[src/rtl/rx_bit_timer.sv]
// UART receive bit timer: while enable_timer is held, issues one shift_strobe per
// bit at the bit centre and flags packet_done on the strobe that captures the stop bit.
module rx_bit_timer #(
  parameter int CLKS_PER_BIT = 10,
  parameter int FIRST_DELAY  = 14,
  parameter int FRAME_BITS   = 9
) (
  input  logic       clk,
  input  logic       rst,
  input  logic       enable_timer,
  output logic       shift_strobe,
  output logic       packet_done,
  output logic [3:0] bit_index,
  output logic [1:0] dbg_state
);

  typedef enum logic [1:0] {
    IDLE      = 2'd0,
    ALIGN     = 2'd1,
    BIT       = 2'd2,
    DONE_HOLD = 2'd3
  } state_t;

  localparam logic [7:0] FIRST_LOAD = 8'(FIRST_DELAY - 1);
  localparam logic [7:0] BIT_LOAD   = 8'(CLKS_PER_BIT - 1);
  localparam logic [3:0] LAST_IDX   = 4'(FRAME_BITS);

  state_t     state_q, state_d;
  logic [7:0] cnt_q, cnt_d;
  logic [3:0] idx_q, idx_d;
  logic       strobe_q, strobe_d;
  logic       done_q, done_d;

  always_ff @(posedge clk) begin
    if (rst) begin
      state_q  <= IDLE;
      cnt_q    <= 8'd0;
      idx_q    <= 4'd0;
      strobe_q <= 1'b0;
      done_q   <= 1'b0;
    end else begin
      state_q  <= state_d;
      cnt_q    <= cnt_d;
      idx_q    <= idx_d;
      strobe_q <= strobe_d;
      done_q   <= done_d;
    end
  end

  // Dropping enable in ALIGN/BIT wins over a strobe due on the same edge.
  always_comb begin
    state_d = state_q;
    cnt_d   = cnt_q;
    idx_d   = idx_q;
    case (state_q)
      IDLE: begin
        cnt_d = 8'd0;
        idx_d = 4'd0;
        if (enable_timer) begin
          state_d = ALIGN;
          cnt_d   = FIRST_LOAD;
        end
      end
      ALIGN: begin
        if (!enable_timer) begin
          state_d = IDLE;
          cnt_d   = 8'd0;
          idx_d   = 4'd0;
        end else if (cnt_q == 8'd0) begin
          idx_d   = 4'd1;
          cnt_d   = BIT_LOAD;
          state_d = (LAST_IDX == 4'd1) ? DONE_HOLD : BIT;
        end else begin
          cnt_d = cnt_q - 8'd1;
        end
      end
      BIT: begin
        if (!enable_timer) begin
          state_d = IDLE;
          cnt_d   = 8'd0;
          idx_d   = 4'd0;
        end else if (cnt_q == 8'd0) begin
          idx_d = idx_q + 4'd1;
          cnt_d = BIT_LOAD;
          if ((idx_q + 4'd1) == LAST_IDX) begin
            state_d = DONE_HOLD;
          end
        end else begin
          cnt_d = cnt_q - 8'd1;
        end
      end
      DONE_HOLD: begin
        if (!enable_timer) begin
          state_d = IDLE;
          cnt_d   = 8'd0;
          idx_d   = 4'd0;
        end
      end
      default: begin
        state_d = IDLE;
        cnt_d   = 8'd0;
        idx_d   = 4'd0;
      end
    endcase
  end

  always_comb begin
    strobe_d = 1'b0;
    done_d   = 1'b0;
    if (enable_timer && (cnt_q == 8'd0)) begin
      if (state_q == ALIGN) begin
        strobe_d = 1'b1;
        done_d   = (LAST_IDX == 4'd1);
      end else if (state_q == BIT) begin
        strobe_d = 1'b1;
        done_d   = ((idx_q + 4'd1) == LAST_IDX);
      end
    end
  end

  assign shift_strobe = strobe_q;
  assign packet_done  = done_q;
  assign bit_index    = idx_q;
  assign dbg_state    = state_q;

endmodule

[config.mk]
export PLATFORM = sky130hd
export DESIGN_NAME = rx_bit_timer
export DESIGN_NICKNAME = d
export VERILOG_FILES = /design/src/rtl/rx_bit_timer.sv
export SDC_FILE = /design/constraint.sdc
export NUM_CORES = 1
export LEC_CHECK = 0
export CAP_MARGIN = 20
export CORE_MARGIN = 4
export CORE_UTILIZATION = 58
export DETAILED_ROUTE_END_ITERATION = 8
export GPL_TIMING_DRIVEN = 1
export PLACE_DENSITY = 0.81
export SLEW_MARGIN = 20
export SYNTH_ARGS = -nofsm -noshare
export SYNTH_HDL_FRONTEND = slang
export SYNTH_SLANG_ARGS = --single-unit
[constraint.sdc]
create_clock -name clk -period 4.5 [get_ports clk]
set_clock_uncertainty 0.2 [all_clocks]
set_input_delay 0.675 -clock clk [delete_from_list [all_inputs] [get_ports clk]]
set_output_delay 0.675 -clock clk [all_outputs]
set_load 0.05 [all_outputs]
Word level (Yosys, flattened, before mapping)
Cells that the tools add are included.
{"block": "totals", "register_bits": 16, "input_bits": 3, "word_cells": 47}
{"block": "classes", "add_sub_neg": 2, "n_eq_ne": 9, "n_mux": 21, "bitwise_logic": 2, "n_reduce_logical": 8}
{"cell": "$mux W4", "n": 6}
{"cell": "$mux W8", "n": 3}
{"cell": "$pmux W8 S3", "n": 1}
{"cell": "$pmux W4 S4", "n": 1}
{"cell": "$mux W2", "n": 7}
{"cell": "$ne A3 B3 Y1 const B", "n": 3}
{"cell": "$logic_not A8 Y1", "n": 1}
{"cell": "$pmux W2 S4", "n": 1}
{"cell": "$sub A8 B1 Y8 const B", "n": 1}
{"cell": "$reduce_and A5 Y1", "n": 1}
{"cell": "$add A4 B1 Y4 const B", "n": 1}
{"cell": "$eq A2 B2 Y1 const B", "n": 2}
{"cell": "$eq A4 B4 Y1 const B", "n": 1}
{"cell": "$ne A2 B2 Y1 const B", "n": 2}
{"cell": "$reduce_or A2 Y1", "n": 2}
{"cell": "$reduce_or A4 Y1", "n": 1}
{"cell": "$reduce_and A3 Y1", "n": 1}
{"cell": "$eq A2 B1 Y1 const B", "n": 1}
{"cell": "$logic_not A2 Y1", "n": 1}
{"cell": "$mux W1", "n": 2}
{"cell": "$not A1 Y1", "n": 2}
{"cell": "$logic_and A1 B1 Y1", "n": 1}

Longest topological paths before layout
{"block": "logic_depth", "ltp_word": 6, "ltp_mapped": 7}

Least setup slack after synthesis
No wires, ideal clock.
{"block": "synth_timing", "kind": "reg-to-reg", "start": "reg idx_q[1], in the netlist bit_index[1]", "end": "reg state_q[0], in the netlist dbg_state[0]", "setup_time_ns": 0.091, "arrival_time_ns": 1.818, "required_time_ns": 4.209, "path_slack_ns": 2.391, "path_stages_with_launch": 7, "path_buffers": 0, "cell_sequence": "dfxtp_1 > ha_1 > a21boi_0 > a21o_1 > a31o_1 > a31oi_1 > a311oi_1"}
{"block": "synth_via", "elab_chain_len": 4}
{"element": "start: declaration", "line_no": "30", "rtl": "logic [3:0] idx_q, idx_d;"}
{"element": "start signal: assignment", "line_no": "44", "rtl": "idx_q <= idx_d;"}
{"element": "$add A4 B1 Y4", "line_no": "85", "rtl": "if ((idx_q + 4'd1) == LAST_IDX) begin"}
{"element": "$eq A4 B4 Y1", "line_no": "85"}
{"element": "$ne A3 B3 Y1 (no line)"}
{"element": "$reduce_and A5 Y1 (no line)"}
{"element": "end signal: assignment", "line_no": "42", "rtl": "state_q <= state_d;"}
{"element": "end: declaration", "line_no": "28", "rtl": "state_t state_q, state_d;"}
Every way passes these cells.
A chain may end at the register's enable or synchronous reset.

Final worst setup path
{"block": "layout_timing", "start": "reg idx_q[1], in the netlist bit_index[1]", "end": "out bit_index[1]"}
{"element": "end: declaration", "line_no": "13", "rtl": "output logic [3:0] bit_index,"}
No word-level cell between the ends.

==> parameters.txt <==
Parameter                              Value

Timing
  Max-slew violation count    0
  Post-route worst hold slack    0.334 ns
  Highest Clock Rate    405 MHz
  Count of endpoints failing setup in the final report    0
  Actual transition at the worst max-transition pin    0.508 ns
  Final Hold Fails    0
  Relative slew margins    66.0%
  Unrepaired setup endpoints after global routing    false
  Period minus WS final    2.47 ns
  Final Cycle Share    54.9%
  Final setup TNS    0 ns

Floorplanning
  I/O pin count    11
  Core Box Area    1540 um2
  Overall die width    49.0 um
  Chip height    49.0 um
  Overall die area    2400 um2
  FP Rows    14
  Initial core utilization    63.3%

Worst setup path
  CP delay by family, top    buffers and inverters
  CP max stage delay    0.86 ns
  Slowest stage cell, crit path    sky130_fd_sc_hd__clkdlybuf4s50_1
  Chain of cells forming the critical path    clkdlybuf4s50_1
  CP Data Required Time    3.62 ns
  CP Max Fanout    7
  Number of buffers and inverters on the critical path    1
  Startpoint type of the worst setup path    register
  Critical path class    reg2out
  Nature of the critical path endpoint    primary output
  Data arrival time of the worst path    1.59 ns

Finish
  Ratio of cells with drive above 1 in the final layout    9.45%
  Number of standard cells in the final layout excluding fillers    143
  Antenna fix cells    0
  Fill count    133
  Area grow syn2layout    15.1%
  Count of nets after finishing    140

Detailed routing
  Wire length on met2    914 um
  Number of remaining DRC errors    0
  M1 wire length    918 um
  Length of the first detailed-routing pass in iterations    4
  Routed wire length    2.02 mm
  Starting DRT DRC Count    30
  Total vias in the final route    863
  WL per Instance    14.1 um
  Number of routed nets with antenna violations    0
  Average vias per placed instance    6.03
  Met3 layer wire length in the routed design    155 um
  Max Used Layer    met4

Clock network
  Clk buf depth    2
  Clock Latency Late Sink    0.29 ns
  TritonCTS buffer count    3
  Number of gates resized after cts    0
  H-tree level count    1
  Clock net sink count    16
  Hold-fix buffers, CTS    0
  Root buffer cell    sky130_fd_sc_hd__clkbuf_4
  Post CTS Setup Buffer Count    0
  TritonCTS clock tree    built
  Worst-path clk slew    0.09 ns

Synthesis
  Number of flops mapped to enable cells by yosys    0
  Largest area contributor in the netlist    sky130_fd_sc_hd__dfxtp_1
  Syn nets    127
  Area share of the largest cell type after synthesis    32.8%
  Cells after Synth    115
  Post-synth ARST share    0%
  Proportion of synthesized chip area in sequential cells    32.8%
  Post-Synthesis Cell Area    976 um2
  Largest cells by area after synthesis    sky130_fd_sc_hd__dfxtp_1, sky130_fd_sc_hd__ha_1, sky130_fd_sc_hd__nor2_1, sky130_fd_sc_hd__a21oi_1, sky130_fd_sc_hd__inv_1
  Primary flip-flop cell chosen by synthesis mapping    sky130_fd_sc_hd__dfxtp_1
  Post-synth cell types    38
  Syn_area_per_cell    8.49 um2
  Total number of yosys warnings    0
  Count of state elements after synthesis    16

Global route
  Maximum number of pins on one net before global-route repair    12
  First-pass GRT wire length    3.46 mm
  Total grt overflow    0
  Number of antenna violations at the first check in global routing    0
  GRT Overall Usage    18.0%
  Number of global-route vias before repair    771

Pwr
  Areal power density over the cells    314 nW/um2
  Worst IR Drop VDD    0.000188 V
  Internal power component    0.000240 W
  Combinational fraction of design power    28.9%
  Share of total power in the clock network    26.5%
  Fraction of power spent switching nets    32.1%
  Net Sw Power    0.000113 W
  Leakage    0.450 nW
  Sequential group share of total power    44.6%
  Overall power    0.000353 W

Worst hold path
  Class of the tightest hold or removal check    reg2reg

Placed design
  Final RePlAce weighted congestion    0.866
  Hpwl dp    1.56 mm
  Number of placed cells counting well taps    139
  Number of buffers inserted by port buffering    10

Outcome
  Run status    complete, no violations

Flow run
  Number of max-cap violations    0
## tightest hold or removal path: cells and delay by family (launching register included)
family,cells,cell delay (ns)
simple gates,1,0.10
flops,1,0.34
compound gates,1,0.04
## flip-flops by register name (all words and copies together), names as in the netlist
signal	cells
packet_done	1
bit_index	4
cnt_q	8
shift_strobe	1
dbg_state	2
## layer usage
layer / track usage (%) / vias to the layer above
li1: - / 435
met1: 23.2 / 393
met2: 28.5 / 31
met3: 4.89 / 4
met4: 6.73 / 0
met5: 0 / -
## logic make-up after synthesis
kind of cell             after synthesis  synth area share, %
AO/OA/AOI/OAI                         30                 21.8
XOR/XNOR                               5                 4.49
adder cells (fa/ha/maj)                9                 11.5
buffers and inverters                 10                 3.97
flip-flops                            16                 32.8
AND/OR/NAND/NOR                       45                 25.4
## worst paths after layout
kind	startpoint	end	slack (ns)	cells past startpoint
max reg2reg	cnt_q[0]	dbg_state[0]	2.46	7
max	bit_index[1]	bit_index[1]	2.03	1
min reg2reg	cnt_q[1]	cnt_q[1]	0.33	2
min	cnt_q[1]	cnt_q[1]	0.33	2
## cell usage after synthesis, types with 2 or more instances
cell type	count
sky130_fd_sc_hd__ha_1	9
sky130_fd_sc_hd__xor2_1	3
sky130_fd_sc_hd__o21ai_0	4
sky130_fd_sc_hd__nand3_1	4
sky130_fd_sc_hd__dfxtp_1	16
sky130_fd_sc_hd__nor3_1	4
sky130_fd_sc_hd__nand2_1	6
sky130_fd_sc_hd__inv_1	8
sky130_fd_sc_hd__o21ai_1	2
sky130_fd_sc_hd__a21o_1	2
sky130_fd_sc_hd__a211oi_1	3
sky130_fd_sc_hd__a21oi_1	7
sky130_fd_sc_hd__xnor2_1	2
sky130_fd_sc_hd__nand4_1	3
sky130_fd_sc_hd__nor2_1	15
sky130_fd_sc_hd__nand4b_1	2
sky130_fd_sc_hd__nor3_2	2
sky130_fd_sc_hd__a31oi_1	3
## metrics by stage
stage	util, %	area [um2]	setup WS (ns)
after floorplan	-	976	2.39
after global placement	70.5	1090	2.00
after detailed placement	70.5	1090	1.93
after CTS	72.9	1120	2.02
after global routing	72.9	1120	1.97
final	72.9	1120	2.03
## cells in the final DEF, fill, tap and decap left out, types with 3 or more instances in the layout
cell	netlist	final
sky130_fd_sc_hd__xor2_1	3	3
sky130_fd_sc_hd__clkdlybuf4s50_1	0	10
sky130_fd_sc_hd__nand2_1	6	6
sky130_fd_sc_hd__a31oi_1	3	3
sky130_fd_sc_hd__nor2_1	15	15
sky130_fd_sc_hd__ha_1	9	9
sky130_fd_sc_hd__clkbuf_4	0	3
sky130_fd_sc_hd__inv_1	8	8
sky130_fd_sc_hd__nand3_1	4	4
sky130_fd_sc_hd__a211oi_1	3	3
sky130_fd_sc_hd__o21ai_0	4	4
sky130_fd_sc_hd__nor3_1	4	4
sky130_fd_sc_hd__a21oi_1	7	7
sky130_fd_sc_hd__dfxtp_1	16	16
sky130_fd_sc_hd__nand4_1	3	3
## power by group through the flow
stage	registers (W)	clock network (W)	logic [W]
global route	0.000159	0.000104	0.000112
detailed placement	0.000161	0	0.000101
global placement	0.000160	0	0.0000989
finish	0.000157	0.0000935	0.000102
floorplan	0.000168	0	0.0000709
CTS	0.000157	0.0000977	0.000102
## layout make-up
| class | instances | area (um2) | area share (%) |
|---|---|---|---|
| clock buffers | 4 | 36.3 | 3.23 |
| inverters | 8 | 30.0 | 2.67 |
| multi-input cells | 89 | 617 | 54.9 |
| flip-flops and latches | 16 | 320 | 28.5 |
| well taps | 16 | 20.0 | 1.78 |
| repair buffers | 10 | 100 | 8.91 |
No activity file was read; power rests on OpenSTA's default activity.
